`config.mk`:
```
export PLATFORM = sky130hd
export DESIGN_NAME = bram_port_arbiter
export DESIGN_NICKNAME = d
export VERILOG_FILES = /design/src/rtl/bram_arb_pkg.sv /design/src/rtl/rr_priority_encoder.sv /design/src/rtl/bram_port_arbiter.sv
export SDC_FILE = /design/constraint.sdc
export NUM_CORES = 1
export LEC_CHECK = 0
export ABC_AREA = 1
export BUFFER_PORTS_ARGS = -buffer_cell sky130_fd_sc_hd__buf_2
export CAP_MARGIN = 20
export CELL_PAD_IN_SITES_DETAIL_PLACEMENT = 0
export CELL_PAD_IN_SITES_GLOBAL_PLACEMENT = 1
export CORE_ASPECT_RATIO = 0.9
export CORE_UTILIZATION = 27
export CTS_BUF_LIST = sky130_fd_sc_hd__clkbuf_4 sky130_fd_sc_hd__clkbuf_8 sky130_fd_sc_hd__clkbuf_16
export DETAILED_ROUTE_END_ITERATION = 16
export GPL_ROUTABILITY_DRIVEN = 0
export PLACE_DENSITY_LB_ADDON = 0.2
export SETUP_SLACK_MARGIN = 0.05
export SLEW_MARGIN = 20
export SYNTH_ARGS = -nofsm -noshare
export SYNTH_HDL_FRONTEND = slang
export SYNTH_HIERARCHICAL = 1
export SYNTH_SLANG_ARGS = --single-unit
```
`constraint.sdc`:
```
create_clock -name clk_i -period 9.8 [get_ports clk_i]
set_input_delay 1.96 -clock clk_i [delete_from_list [all_inputs] [get_ports clk_i]]
set_output_delay 1.96 -clock clk_i [all_outputs]
set_load 0.02 [all_outputs]
```
`src/rtl/bram_arb_pkg.sv`:
```
// ----------------------------------------------------------------------------
// bram_arb_pkg
// Shared types and helpers for the BRAM port arbiter.
//   MAX_REQ    : largest supported requester count (index type is sized for it)
//   id_width() : clog2-based width helper (minimum 1 bit)
//   req_idx_t  : requester index type
//   rr_pick()  : round-robin pick over a valid vector, returns {found, idx}
// ----------------------------------------------------------------------------
package bram_arb_pkg;

  localparam int unsigned MAX_REQ = 16;

  function automatic int unsigned id_width(input int unsigned n);
    return (n < 2) ? 1 : $clog2(n);
  endfunction

  localparam int unsigned ID_W = id_width(MAX_REQ);

  typedef logic [ID_W-1:0] req_idx_t;

  typedef struct packed {
    logic     found;
    req_idx_t idx;
  } rr_pick_t;

  // First set bit of valid[0 +: n], searching from ptr upward and wrapping
  // modulo n. ptr must be below n.
  function automatic rr_pick_t rr_pick(input logic [MAX_REQ-1:0] valid,
                                       input req_idx_t ptr,
                                       input int unsigned n);
    rr_pick_t    res;
    int unsigned pos;
    req_idx_t    j;
    res = '0;
    for (int unsigned i = 0; i < MAX_REQ; i++) begin
      if (i < n) begin
        pos = 32'(ptr) + i;
        if (pos >= n) pos = pos - n;
        j = req_idx_t'(pos);
        if (!res.found && valid[j]) begin
          res.found = 1'b1;
          res.idx   = j;
        end
      end
    end
    return res;
  endfunction

endpackage

```
`src/rtl/rr_priority_encoder.sv`:
```
// ----------------------------------------------------------------------------
// rr_priority_encoder
// Combinational round-robin selector: rotates the valid vector so that the
// priority pointer lands on bit 0, priority-encodes the lowest set bit, then
// un-rotates the index back into requester numbering.
//   valid_i [NUM_REQ] : request valid per requester
//   ptr_i             : requester with highest priority this cycle (< NUM_REQ)
//   grant_o [NUM_REQ] : one-hot grant, zero when nothing is valid
//   idx_o             : granted requester index, 0 when nothing is valid
//   found_o           : a grant was issued
// ----------------------------------------------------------------------------
module rr_priority_encoder
  import bram_arb_pkg::*;
#(
  parameter int unsigned NUM_REQ = 4
) (
  input  logic [NUM_REQ-1:0] valid_i,
  input  req_idx_t           ptr_i,
  output logic [NUM_REQ-1:0] grant_o,
  output req_idx_t           idx_o,
  output logic               found_o
);

  localparam int unsigned SEL_W = id_width(2 * NUM_REQ);

  typedef logic [ID_W:0] sum_t;

  // Doubling the vector turns the rotation into a plain indexed pick.
  logic [2*NUM_REQ-1:0] dbl_valid;
  logic [NUM_REQ-1:0]   rot_valid;
  rr_pick_t             enc;
  sum_t                 unrot_sum;

  assign dbl_valid = {valid_i, valid_i};

  for (genvar gi = 0; gi < NUM_REQ; gi++) begin : g_rot
    logic [SEL_W-1:0] sel;
    assign sel           = SEL_W'(gi) + SEL_W'(ptr_i);
    assign rot_valid[gi] = dbl_valid[sel];
  end

  // Rotated vector is searched from bit 0: a plain priority encoder.
  assign enc = rr_pick(MAX_REQ'(rot_valid), '0, NUM_REQ);

  assign unrot_sum = {1'b0, enc.idx} + {1'b0, ptr_i};

  always_comb begin
    idx_o   = '0;
    found_o = enc.found;
    if (enc.found) begin
      if (unrot_sum >= sum_t'(NUM_REQ)) idx_o = req_idx_t'(unrot_sum - sum_t'(NUM_REQ));
      else                              idx_o = req_idx_t'(unrot_sum);
    end
  end

  for (genvar gi = 0; gi < NUM_REQ; gi++) begin : g_grant
    assign grant_o[gi] = found_o && (idx_o == req_idx_t'(gi));
  end

endmodule

```
`src/rtl/bram_port_arbiter.sv`:
```
// ----------------------------------------------------------------------------
// bram_port_arbiter
// Round-robin arbiter sharing one port of a write-first BRAM between NUM_REQ
// requesters. At most one request is granted per cycle; the BRAM's registered
// read data is routed back one cycle later, tagged with a one-hot rsp_valid_o.
//   clk_i, arstn_i           : clock, asynchronous active-low reset
//   req_valid_i/req_ready_o  : per-requester handshake, ready is one-hot grant
//   req_we_i, req_addr_i,
//   req_wdata_i              : packed request fields, requester k at slice k
//   rsp_valid_o, rsp_data_o  : one-hot response tag, broadcast read data
//   bram_en_o, bram_we_o,
//   bram_addr_o, bram_data_o : BRAM port drive
//   bram_data_i              : BRAM registered read data
// ----------------------------------------------------------------------------
module bram_port_arbiter
  import bram_arb_pkg::*;
#(
  parameter int unsigned NUM_REQ       = 4,
  parameter int unsigned RAM_WIDTH     = 8,
  parameter int unsigned RAM_ADDR_BITS = 10
) (
  input  logic                             clk_i,
  input  logic                             arstn_i,
  input  logic [NUM_REQ-1:0]               req_valid_i,
  output logic [NUM_REQ-1:0]               req_ready_o,
  input  logic [NUM_REQ-1:0]               req_we_i,
  input  logic [NUM_REQ*RAM_ADDR_BITS-1:0] req_addr_i,
  input  logic [NUM_REQ*RAM_WIDTH-1:0]     req_wdata_i,
  output logic [NUM_REQ-1:0]               rsp_valid_o,
  output logic [RAM_WIDTH-1:0]             rsp_data_o,
  output logic                             bram_en_o,
  output logic                             bram_we_o,
  output logic [RAM_ADDR_BITS-1:0]         bram_addr_o,
  output logic [RAM_WIDTH-1:0]             bram_data_o,
  input  logic [RAM_WIDTH-1:0]             bram_data_i
);

  localparam req_idx_t LAST_IDX = req_idx_t'(NUM_REQ - 1);

  req_idx_t prio_q, prio_d;
  req_idx_t rsp_id_q, rsp_id_d;
  logic     rsp_vld_q, rsp_vld_d;

  req_idx_t grant_idx;
  logic     grant_found;

  // Request fields unpacked into MAX_REQ-deep tables so the full-width
  // requester index selects them directly; unused entries read as zero.
  logic [RAM_ADDR_BITS-1:0] addr_arr  [MAX_REQ];
  logic [RAM_WIDTH-1:0]     wdata_arr [MAX_REQ];
  logic [MAX_REQ-1:0]       we_ext;

  assign we_ext = MAX_REQ'(req_we_i);

  for (genvar gi = 0; gi < MAX_REQ; gi++) begin : g_unpack
    if (gi < NUM_REQ) begin : g_used
      assign addr_arr[gi]  = req_addr_i[gi*RAM_ADDR_BITS +: RAM_ADDR_BITS];
      assign wdata_arr[gi] = req_wdata_i[gi*RAM_WIDTH +: RAM_WIDTH];
    end else begin : g_unused
      assign addr_arr[gi]  = '0;
      assign wdata_arr[gi] = '0;
    end
  end

  rr_priority_encoder #(
    .NUM_REQ (NUM_REQ)
  ) u_rr_enc (
    .valid_i (req_valid_i),
    .ptr_i   (prio_q),
    .grant_o (req_ready_o),
    .idx_o   (grant_idx),
    .found_o (grant_found)
  );

  // grant_idx is 0 when idle, so the address/data muxes park on requester 0.
  assign bram_en_o   = grant_found;
  assign bram_we_o   = grant_found & we_ext[grant_idx];
  assign bram_addr_o = addr_arr[grant_idx];
  assign bram_data_o = wdata_arr[grant_idx];

  // The BRAM output register supplies the one-cycle latency.
  assign rsp_data_o = bram_data_i;

  always_comb begin
    prio_d    = prio_q;
    rsp_vld_d = grant_found;
    rsp_id_d  = grant_idx;
    if (grant_found) begin
      prio_d = (grant_idx == LAST_IDX) ? '0 : grant_idx + 1'b1;
    end
  end

  always_ff @(posedge clk_i or negedge arstn_i) begin
    if (!arstn_i) begin
      prio_q    <= '0;
      rsp_vld_q <= 1'b0;
      rsp_id_q  <= '0;
    end else begin
      prio_q    <= prio_d;
      rsp_vld_q <= rsp_vld_d;
      rsp_id_q  <= rsp_id_d;
    end
  end

  for (genvar gi = 0; gi < NUM_REQ; gi++) begin : g_rsp
    assign rsp_valid_o[gi] = rsp_vld_q && (rsp_id_q == req_idx_t'(gi));
  end

endmodule

```
Word-level counts from Yosys, hierarchy flattened

Index checks and enable logic that the tools add are counted.

Bits in registers: 9
Input port bits: 90
Output and inout port bits: 36
Logic and storage cells: 63

$add $sub $neg: 6
Magnitude comparators: 7
Equality and inequality tests: 6
Muxes and demuxes: 23
Bitwise gates (word level): 2
Reduce and logical (&&, ||, !) cells: 16

Operators with widths:

| kind                                                                         | number |
|---|---|
| 10-bit binary-select mux with 4-bit select                                   | 1 |
| 8-bit binary-select mux with 4-bit select                                    | 1 |
| 10-bit two-way mux                                                           | 2 |
| 5-bit two-way mux                                                            | 4 |
| 4-bit by 2-bit equality test with 1-bit output, second input constant        | 4 |
| 3-bit by 4-bit less-than comparator with 1-bit output, second input constant | 4 |
| 8-bit two-way mux                                                            | 2 |
| 1-bit binary-select mux with 3-bit select                                    | 4 |
| 4-bit two-way mux                                                            | 3 |
| 1-bit logical AND                                                            | 11 |
| 4-bit by 1-bit equality test with 1-bit output, second input constant        | 2 |
| 4-bit zero test                                                              | 2 |
| 2-bit by 3-bit adder with 3-bit output, first input constant                 | 2 |
| 4-bit by 4-bit adder with 5-bit output                                       | 1 |
| 5-bit by 3-bit >= comparator with 1-bit output, second input constant        | 1 |
| 5-bit >= comparator, second input constant                                   | 1 |
| 4-bit by 5-bit less-than comparator with 1-bit output, second input constant | 1 |
| 1-bit two-way mux                                                            | 5 |
| 4-bit inverter with 5-bit output                                             | 1 |
| 4-bit by 1-bit adder with 4-bit output, second input constant                | 1 |
| 1-bit binary-select mux with 4-bit select                                    | 1 |
| 4-bit by 3-bit subtractor with 4-bit output, second input constant           | 1 |
| 1-bit by 3-bit adder with 3-bit output, first input constant                 | 1 |
| 1-bit zero test                                                              | 3 |
| 1-bit AND                                                                    | 1 |

Longest topological paths before layout

Gate-level depths: netlist of run 1.

Word-level depth: 20
Depth in mapped cells: 25
Mapped depth without buffers: 25

Hierarchy

The synthesis of run 1 kept the hierarchy.

By module, submodules not included:

| module              | instances | cells an instance | area an instance (um^2) | sequential area each (um^2) |
|---|---|---|---|---|
| bram_port_arbiter   | 1         | 270               | 1376.3                  | 225.2 |
| rr_priority_encoder | 1         | 93                | 449.2                   | 0.0 |

Worst setup path after synthesis of run 1

Ideal clock, no wire load.

Path type: input -> output
From: input req_valid_i[0]
To: output bram_addr_o[0]
Data arrival time: 4615 ps
Data required time: 7840 ps
Slack: 3225 ps
Stages: 23
Buffers on the path: 1
Path through: nand2_1 -> nand2_1 -> nand2_1 -> nand2_2 -> a31oi_1 -> nor2_1 -> ha_1 -> fa_1 -> inv_1 -> nand2_1 -> nand2_1 -> inv_1 -> ha_1 -> nand2_1 -> nand2_1 -> nor2_1 -> nor2_1 -> nand2_2 -> inv_1 -> nor2_1 -> inv_2 -> buf_6 -> a21oi_1

Word-level cells in the longest chain between the ends: 20
Elaborated cells between the ends (all ways): 27
Classes of those cells: add/sub: 2; order compare: 1; mux: 17; bitwise: 1; reduce/logical: 6

Ends and longest elaborated chain:

| element                                                                                                              | RTL line                  | text |
|---|---|---|
| start: declaration                                                                                                   | bram_port_arbiter.sv:24   | `input logic [NUM_REQ-1:0] req_valid_i,` |
| 1-bit binary-select mux with 3-bit select                                                                            | rr_priority_encoder.sv:39 | `assign rot_valid[gi] = dbl_valid[sel];` |
| 1-bit two-way mux (not written as such)                                                                              | rr_priority_encoder.sv:39 |  |
| 5-bit two-way mux                                                                                                    | bram_arb_pkg.sv:40        | `if (!res.found && valid[j]) begin` |
| 1-bit zero test                                                                                                      | bram_arb_pkg.sv:40        |  |
| 1-bit logical AND                                                                                                    | bram_arb_pkg.sv:40        |  |
| 5-bit two-way mux                                                                                                    | bram_arb_pkg.sv:40        |  |
| 1-bit zero test                                                                                                      | bram_arb_pkg.sv:40        |  |
| 1-bit logical AND                                                                                                    | bram_arb_pkg.sv:40        |  |
| [... 4 more ...]                                                                                                     | n/a                       |  |
| 4-bit by 4-bit adder with 5-bit output                                                                               | rr_priority_encoder.sv:45 | `assign unrot_sum = {1'b0, enc.idx} + {1'b0, ptr_i};` |
| 4-bit by 3-bit subtractor with 4-bit output / 5-bit by 3-bit >= comparator with 1-bit output (equally long branches) | rr_priority_encoder.sv:51 | `if (unrot_sum >= sum_t'(NUM_REQ)) idx_o = req_idx_t'(unrot_sum - sum_t'(NUM_REQ));` |
| 4-bit two-way mux                                                                                                    | rr_priority_encoder.sv:51 |  |
| 4-bit two-way mux (*)                                                                                                | rr_priority_encoder.sv:50 | `if (enc.found) begin` |
| via grant_idx[2]                                                                                                     | bram_port_arbiter.sv:44   | `req_idx_t grant_idx;` |
| 4-bit inverter with 5-bit output (not written as such) (*)                                                           | bram_port_arbiter.sv:78   | `assign bram_addr_o = addr_arr[grant_idx];` |
| 10-bit binary-select mux with 4-bit select (*)                                                                       | bram_port_arbiter.sv:78   |  |
| 10-bit two-way mux (not written as such) (*) (2 in series)                                                           | bram_port_arbiter.sv:78   |  |
| end: declaration                                                                                                     | bram_port_arbiter.sv:33   | `output logic [RAM_ADDR_BITS-1:0] bram_addr_o,` |

The timed path passes the listed nets; every way through them passes the cells marked *. The select of a mux whose other input is x is not followed.

Worst setup path after layout of run 1

From: input req_valid_i[2]
To: output bram_we_o

Word-level cells in the longest chain between the ends: 19
Elaborated cells between the ends (all ways): 26
Classes of those cells: add/sub: 2; order compare: 1; mux: 16; bitwise: 1; reduce/logical: 6

Ends and longest elaborated chain:

| element                                                                                                              | RTL line                  | text |
|---|---|---|
| 1-bit binary-select mux with 3-bit select                                                                            | rr_priority_encoder.sv:39 |  |
| 1-bit two-way mux (not written as such)                                                                              | rr_priority_encoder.sv:39 |  |
| 5-bit two-way mux                                                                                                    | bram_arb_pkg.sv:40        |  |
| 1-bit zero test                                                                                                      | bram_arb_pkg.sv:40        |  |
| 1-bit logical AND                                                                                                    | bram_arb_pkg.sv:40        |  |
| 5-bit two-way mux                                                                                                    | bram_arb_pkg.sv:40        |  |
| 1-bit zero test                                                                                                      | bram_arb_pkg.sv:40        |  |
| 1-bit logical AND                                                                                                    | bram_arb_pkg.sv:40        |  |
| [... 4 more ...]                                                                                                     | n/a                       |  |
| 4-bit by 4-bit adder with 5-bit output                                                                               | rr_priority_encoder.sv:45 |  |
| 4-bit by 3-bit subtractor with 4-bit output / 5-bit by 3-bit >= comparator with 1-bit output (equally long branches) | rr_priority_encoder.sv:51 |  |
| 4-bit two-way mux                                                                                                    | rr_priority_encoder.sv:51 |  |
| 4-bit two-way mux (*)                                                                                                | rr_priority_encoder.sv:50 |  |
| via grant_idx[1]                                                                                                     | bram_port_arbiter.sv:44   |  |
| 1-bit binary-select mux with 4-bit select (*)                                                                        | bram_port_arbiter.sv:77   | `assign bram_we_o = grant_found & we_ext[grant_idx];` |
| 1-bit two-way mux (not written as such) (*)                                                                          | bram_port_arbiter.sv:77   |  |
| 1-bit AND (*)                                                                                                        | bram_port_arbiter.sv:77   |  |
| end: declaration                                                                                                     | bram_port_arbiter.sv:32   | `output logic bram_we_o,` |

Marks and branches as above.

==> results of run 1 <==
## synthesized netlist by cell type
cell type,n,share of area
nand2_1,126,0.26
inv_1,94,0.19
nand3_1,52,0.14
a21oi_1,19,0.052
nor2_1,12,0.025
buf_4,9,0.037
dfrtp_1,9,0.12
buf_2,7,0.019
inv_2,6,0.012
nand2_2,5,0.017
buf_6,4,0.025
ha_1,4,0.027
nor3_1,3,0.0082
nand4_1,2,0.0069
nor2_4,2,0.012
nor4_1,2,0.0069
o21ai_0,2,0.0055
a31oi_1,1,0.0034
clkbuf_1,1,0.0021
fa_1,1,0.011
nand2_4,1,0.0062
xnor2_1,1,0.0048
## worst max-delay path: cells and delay by family
| kind | cells | cell delay, ns |
|---|---|---|
| adders and majority gates | 2 | 0.77 |
| and+or+nand+nor | 9 | 1.48 |
| AOI/OAI and AO/OA | 1 | 0.15 |
| buffers and inverters | 4 | 0.73 |
## final timing paths
kind                                  startpoint               endpoint  depth (start not counted)
max                               req_valid_i[2]              bram_we_o                         16
min                        prio_q[3]$_DFFE_PN0P_  prio_q[3]$_DFFE_PN0P_                          2
max reg2reg                prio_q[1]$_DFFE_PN0P_  prio_q[0]$_DFFE_PN0P_                         15
min reg2reg                prio_q[3]$_DFFE_PN0P_  prio_q[3]$_DFFE_PN0P_                          2
max in group asynchronous                arstn_i  rsp_id_q[1]$_DFF_PN0_                          1
min in group asynchronous                arstn_i  prio_q[3]$_DFFE_PN0P_                          1
## registers in the layout (all words and copies together), names as in the netlist
name	count
prio_q	4
rsp_id_q	4
rsp_vld_q	1
## final cells by class
cell class | instances | share of cell area
flip-flops and latches | 9 | 0.0942
repair buffers | 109 | 0.228
clock buffers | 4 | 0.0204
multi-input cells | 233 | 0.453
inverters | 100 | 0.157
well taps | 90 | 0.0471
## placed cells by master, fill, tap and decap left out
cell	instances
nand2_1	126
buf_2	109
inv_1	94
nand3_1	52
a21oi_1	19
nor2_1	10
dfrtp_1	9
inv_2	6
nand2_2	5
ha_1	4
nor3_1	3
clkbuf_8	3
nor2_4	3
nor4_1	2
o21ai_0	2
nand4_1	2
xnor2_1	1
clkbuf_4	1
a31oi_1	1
nand2_4	1
nor2_2	1
fa_1	1
## through the flow
stage                     instance area (µm²)  setup slack [ns]  hold WS, ns
final                                    2390              2.72        0.555
after global routing                     2390              2.38        0.616
after CTS                                2390              2.69        0.560
after detailed placement                 2340              2.72        0.547
after global placement                   2340              2.78        0.536
after floorplan                          1830              3.23        0.493
## routing by layer
layer  track usage  vias up
li1              -     1245
met1         0.204      948
met2         0.243       88
met3        0.0186        8
met4        0.0468        0
met5             0        -
## logic make-up (layout without fill, tap and decap cells)
logic type               count (synthesis)  count (layout)  share of synthesized area
AND/OR/NAND/NOR                        205             205                      0.484
adder cells (fa/ha/maj)                  5               5                     0.0384
XOR/XNOR                                 1               1                    0.00480
AO/OA/AOI/OAI                           22              22                     0.0610
flip-flops                               9               9                      0.123
buffers and inverters                  121             213                      0.289
==> impl_metrics.yaml, run 1 <==
status:
  status: "complete, no violations"
drt:
  vias: 2289
  top_layer: "met4"
  wire_per_inst_um: 10.0
  wl_met1_um: 2620
  drt_pass1_iterations: 4
  drcViolationCount: 0
  vias_per_cell: 4.20
  dr.first_iter.drc_count: 103
  antenna_left: 0
  postRouteWirelength_um: 5460
  met3_wirelength_um: 414
  wl_met2_um: 2330
global_routing:
  grt-ovfl-total: 0
  grt_pass1_wl_um: 8520
  grt_max_degree: 45
  track_usage: 0.150
  grt_pass1_vias: 1923
  antenna_found_initial: 0
logic_synthesis:
  ys_seq_elements: 9
  synthesis.nets: 458
  syn_inst: 363
  synth_area_um2: 1830
  syn_area_per_cell_um2: 5.03
  ys_seq_area_frac: 0.123
  yosys_warnings: 6
  synth_cell_type_count: 22
sta:
  setup_violations: 0
  fin_tns_setup_ns: 0
  timing.final.crit_period_ns: 7.08
  skew_ns: 0.000496
  rsz0062_at_grt: "no"
  fmax_mhz: 141
  maxSlewViolCount: 0
  fin_crit_sh: 0.723
  slew_headroom: 0.329
  hold_viol: 0
  tightest_slew_ns: 1.00
finish:
  fin_util: 0.365
  area_growth_pct: 31.0
  nNetsFinal: 551
  layout-drive-gt1-share: 0.284
  stdcell_count: 545
  multi_input_area_um2: 1080
  n_antenna_cell: 0
  regArea_um2: 225
  fillers: 790
critical_path:
  critPathArrivalTime_ns: 5.12
  cp-end-kind: "output pin"
  criticalPathCategory: "in2out"
  cp_slowest_stage_delay_ns: 0.78
  path_cells: "buf_2 -> nand2_1 -> nand2_1 -> nand2_1 -> nand2_2 -> a31oi_1 -> nor2_1 -> ha_1 -> fa_1 -> inv_1 -> nor2_2 -> inv_2 -> nand3_1 -> nand3_1 -> nor2_1 -> buf_2"
  cpMostUsedCell: "nand2_1"
  reg2reg_slack_ns: 6.25
  cpMaxStageDelayCell: "nor2_2"
  startpoint_type: "input port"
  cp.required_ns: 7.84
  crit_fanout: 24
floorplanning:
  start_util: 0.279
  dieArea_um2: 7090
  die_w_um: 88.7
  ios: 126
  row_count: 28
  core-area_um2: 6550
  die_y_um: 80.0
clock_tree:
  cts_setup_buffers: 0
  clk_pin_slew_ns: 0.04
  clock_sinks: 9
  ctsHtreeMaxLevel: 1
  cts_made_buffers: 3
  cts-root-buf: "clkbuf_8"
  clockBufferDepth: 2
  ctsHoldBuffers: 0
  clk_latency_ns: 0.23
  cts_resized: 0
  cts_tree: "done"
hold_path:
  hold_class: "reg2reg"
place:
  io_buffers: 109
  hpwl_um: 4220
  placedCellCount: 541
run:
  drv_cap: 0
Power of run 1 is left out: the tool's default activity adds up to more than one toggle a clock period on the data nets, which glitch-free logic cannot reach.
==> inputs of run 2 (changes only) <==
Settings changed: CORE_UTILIZATION 27 to 25.
Clock period 9.8 ns to 7.3 ns, I/O delays scaled along.
==> run 2 against run 1 <==
- cell count is 0.92% higher
- clock-buffer cell count stayed put
- sequential share of layout area is 0.073 points lower
- wire length is 3.1% lower
- die area is 7.8% higher
- clock skew is 0.0026 ns higher
- first-iteration DRC count is 25% lower
- register-to-register slack worse by 2.3 ns
- flip-flop and latch count stayed put
- critical path depth is 8 higher
- via count is 1.8% lower
- worst setup slack worse by 1.3 ns
- critical path type unchanged
==> impl_metrics.yaml, run 2 (synthesis results as in run 1) <==
finish:
  layout-drive-gt1-share: 0.287
  multi_input_area_um2: 1080
  regArea_um2: 225
  fin_util: 0.342
  n_antenna_cell: 0
  final_cell_mix: "nand2_1 (126), buf_2 (109), inv_1 (94), nand3_1 (52), a21oi_1 (19)"
  area_growth_pct: 32.0
  reg.largest.list: "prio_q (4), rsp_id_q (4), rsp_vld_q (1)"
  fillers: 862
  nNetsFinal: 553
  final_common_cell: "nand2_1"
global_routing:
  grt-ovfl-total: 0
  track_usage: 0.139
  grt_pass1_vias: 2014
  grt_pass1_wl_um: 8910
  grt_max_degree: 45
  antenna_found_initial: 0
clock_tree:
  clockBufferDepth: 2
  clk_pin_slew_ns: 0.04
  cts_made_buffers: 3
  ctsHtreeMaxLevel: 1
  cts-root-buf: "clkbuf_8"
  ctsHoldBuffers: 0
  clk_latency_ns: 0.23
  cts_tree: "done"
  cts_setup_buffers: 0
  cts_resized: 0
  clock_sinks: 9
drt:
  drcViolationCount: 0
  drt_pass1_iterations: 4
  antenna_left: 0
  dr.first_iter.drc_count: 77
  vias: 2247
  wire_per_inst_um: 9.62
  postRouteWirelength_um: 5290
  vias_per_cell: 4.09
sta:
  tightest_slew_ns: 0.624
  maxSlewViolCount: 0
  fmax_mhz: 170
  timing.final.crit_period_ns: 5.89
  timing.hold.ws_ns: 0.538
  slew_headroom: 0.584
  setup_violations: 0
  fin_crit_sh: 0.806
  setup_ws_ns: 1.41
  rsz0062_at_grt: "no"
  fin_tns_setup_ns: 0
  hold_viol: 0
  skew_ns: 0.00312
floorplanning:
  dieArea_um2: 7650
  start_util: 0.259
  die_w_um: 92.1
  row_count: 29
  ios: 126
  die_y_um: 83.1
  core-area_um2: 7040
run:
  drv_cap: 0
critical_path:
  startpoint_type: "input port"
  cp-end-kind: "output pin"
  criticalPathCategory: "in2out"
  crit_fanout: 18
  cp.required_ns: 5.84
  critPathArrivalTime_ns: 4.43
status:
  status: "complete, no violations"
hold_path:
  hold_class: "reg2reg"
place:
  io_buffers: 109
  hpwl_um: 4000
  pre_cts_ws_ns: 1.43
-- run 2: changes by cell type in the layout (fill, tap and decap cells not counted), sizes merged --
cell / delta
buf: +2
-- run 2: routing by layer --
metal	share of wire	wire, µm	vias up	GRT usage
li1	-	-	1248	-
met1	0.48	2530	926	0.186
met2	0.45	2380	69	0.234
met3	0.067	352	4	0.0256
met4	0.0060	32	0	0.0256
met5	0	0	-	0
-- run 2: worst paths after layout --
| check | start | end | slack, ns | cells after the start |
|---|---|---|---|---|
| min in group asynchronous | arstn_i | prio_q[3]$_DFFE_PN0P_ | 1.08 | 1 |
| worst max-delay path | req_valid_i[0] | bram_data_o[6] | 1.41 | 24 |
| worst min register to register | prio_q[3]$_DFFE_PN0P_ | prio_q[3]$_DFFE_PN0P_ | 0.54 | 2 |
| worst min-delay path | prio_q[3]$_DFFE_PN0P_ | prio_q[3]$_DFFE_PN0P_ | 0.54 | 2 |
| max in group asynchronous | arstn_i | rsp_id_q[0]$_DFF_PN0_ | 6.04 | 1 |
| worst max register to register | prio_q[1]$_DFFE_PN0P_ | prio_q[0]$_DFFE_PN0P_ | 3.94 | 24 |
-- run 2: critical path, cell delays in order --
cell and delay, ns:
buf_2 0.10, nand2_1 0.05, nand2_1 0.07, nand2_1 0.08
nand2_2 0.08, a31oi_1 0.16, nor2_1 0.06, ha_1 0.22
fa_1 0.42, inv_1 0.07, nand2_1 0.06, nand2_1 0.08
inv_1 0.06, ha_1 0.19, nand2_1 0.06, nand2_1 0.06
nor2_1 0.14, nor2_1 0.07, nand2_2 0.07, inv_1 0.09
nor2_1 0.21, inv_2 0.19, a21oi_1 0.18, buf_2 0.19
-- run 2: area by class of cell --
type	instances	area share
inverters	100	0.156
flip-flops and latches	9	0.0935
multi-input cells	233	0.450
well taps	93	0.0483
clock buffers	4	0.0202
repair buffers	111	0.233
-- run 2: through the flow --
step                cells  area (µm²)
floorplan             363        1830
global placement      546        2360
detailed placement    546        2360
CTS                   550        2410
global route          550        2410
finish                550        2410
Power of run 2 is left out for the same reason.
==> inputs of run 3 (changes only) <==
Clock period 7.3 ns to 5.5 ns, I/O delays scaled along.
==> run 3 against run 2 <==
- die area stayed put
- non-clock buffer count is the same
- sequential share of layout area did not move
- critical path depth unchanged
- worst setup slack got worse by 1.0 ns
- wire length grew 1.7%
- flip-flop and latch count unchanged
- cell count unchanged
- highest routed layer unchanged
==> impl_metrics.yaml, run 3 (synthesis results as in run 1) <==
sta:
  fmax_mhz: 195
  setup_ws_ns: 0.369
  fin_tns_setup_ns: 0
  maxSlewViolCount: 0
  timing.final.crit_period_ns: 5.13
  setup_violations: 0
  hold_viol: 0
  slew_headroom: 0.579
  rsz0062_at_grt: "no"
  tightest_slew_ns: 0.631
  fin_crit_sh: 0.933
  skew_ns: 0.00171
critical_path:
  reg2reg_from: "prio_q[1]$_DFFE_PN0P_"
  cp-end-kind: "output pin"
  critPathArrivalTime_ns: 4.03
  startpoint_type: "input port"
  cp.required_ns: 4.40
  criticalPathCategory: "in2out"
  crit_fanout: 18
  crit_start: "req_valid_i[0]"
clock_tree:
  cts_tree: "done"
  clk_pin_slew_ns: 0.04
  cts-root-buf: "clkbuf_8"
  cts_made_buffers: 3
  clockBufferDepth: 2
  clock_sinks: 9
  ctsHoldBuffers: 0
  cts_setup_buffers: 0
  clk_latency_ns: 0.23
  cts_resized: 0
  ctsHtreeMaxLevel: 1
global_routing:
  met2_usage: 0.227
  antenna_found_initial: 0
  use_met3: 0.0311
  grt_pass1_wl_um: 8590
  grt_pass1_vias: 1972
  busiest_layer: "met2"
  grt-ovfl-total: 0
  track_usage: 0.136
  grt_max_degree: 44
  met1_usage: 0.177
hold_path:
  hp-start: "prio_q[3]$_DFFE_PN0P_"
  hold_class: "reg2reg"
floorplanning:
  dieArea_um2: 7650
  start_util: 0.259
  die_w_um: 92.1
  core-area_um2: 7040
  row_count: 29
  die_y_um: 83.1
  ios: 126
place:
  pre_cts_ws_ns: 0.360
  hpwl_um: 4050
  io_buffers: 109
drt:
  vias_per_cell: 4.16
  wire_per_inst_um: 9.78
  antenna_left: 0
  postRouteWirelength_um: 5380
  vias: 2288
  drcViolationCount: 0
  dr.first_iter.drc_count: 74
  drt_pass1_iterations: 4
finish:
  reg.largest.list: "prio_q (4), rsp_id_q (4), rsp_vld_q (1)"
  layout-drive-gt1-share: 0.287
  area_growth_pct: 32.0
  multi_input_area_um2: 1080
  final_cell_mix: "nand2_1 (126), buf_2 (109), inv_1 (94), nand3_1 (52), a21oi_1 (19)"
  fillers: 860
  nNetsFinal: 553
  regArea_um2: 225
  final_common_cell: "nand2_1"
  n_antenna_cell: 0
status:
  status: "complete, no violations"
run:
  drv_cap: 0
==> run 3: cell counts in the layout (fill, tap and decap cells not counted) <==
No cell type changed its count.
==> run 3: metrics by stage <==
stage,std cells,cell area [µm²],utilization,hold slack [ns]
6_report,550,2410,0.342,0.538
3_3_place_gp,546,2360,0.335,0.520
4_1_cts,550,2410,0.342,0.539
5_1_grt,550,2410,0.342,0.565
2_1_floorplan,363,1830,-,0.493
3_5_place_dp,546,2360,0.335,0.527
==> run 3: worst paths after layout <==
check                                              to  slack (ns)  depth (start not counted)
worst max register to register  prio_q[0]$_DFFE_PN0P_        2.15                         16
worst max-delay path                   bram_addr_o[0]        0.37                         24
max in group asynchronous       prio_q[0]$_DFFE_PN0P_        4.61                          1
worst min register to register  prio_q[3]$_DFFE_PN0P_        0.54                          2
worst min-delay path            prio_q[3]$_DFFE_PN0P_        0.54                          2
min in group asynchronous       prio_q[3]$_DFFE_PN0P_        0.71                          1
==> run 3: area by class of cell <==
type | count | share of cell area
Multi-Input combinational cell | 233 | 0.450
Timing Repair Buffer | 111 | 0.233
Inverter | 100 | 0.156
Sequential cell | 9 | 0.0935
Tap cell | 93 | 0.0483
Clock buffer | 4 | 0.0202
==> run 3: routing by layer <==
layer,vias to the layer above,share of wire
li1,1248,-
met4,0,0.0059
met5,-,0
met1,963,0.48
met3,4,0.070
met2,73,0.44
==> run 3: critical path, cell delays in order <==
cell and delay (ns):
buf_2 0.10, nand2_1 0.05, nand2_1 0.07, nand2_1 0.08, nand2_2 0.09, a31oi_1 0.15
nor2_1 0.06, ha_1 0.22, fa_1 0.41, inv_1 0.07, nand2_1 0.06, nand2_1 0.07
inv_1 0.06, ha_1 0.19, nand2_1 0.06, nand2_1 0.06, nor2_1 0.13, nor2_1 0.06
nand2_2 0.06, inv_1 0.09, nor2_1 0.21, inv_2 0.20, a21oi_1 0.18, buf_2 0.19
Power of run 3 is left out for the same reason.
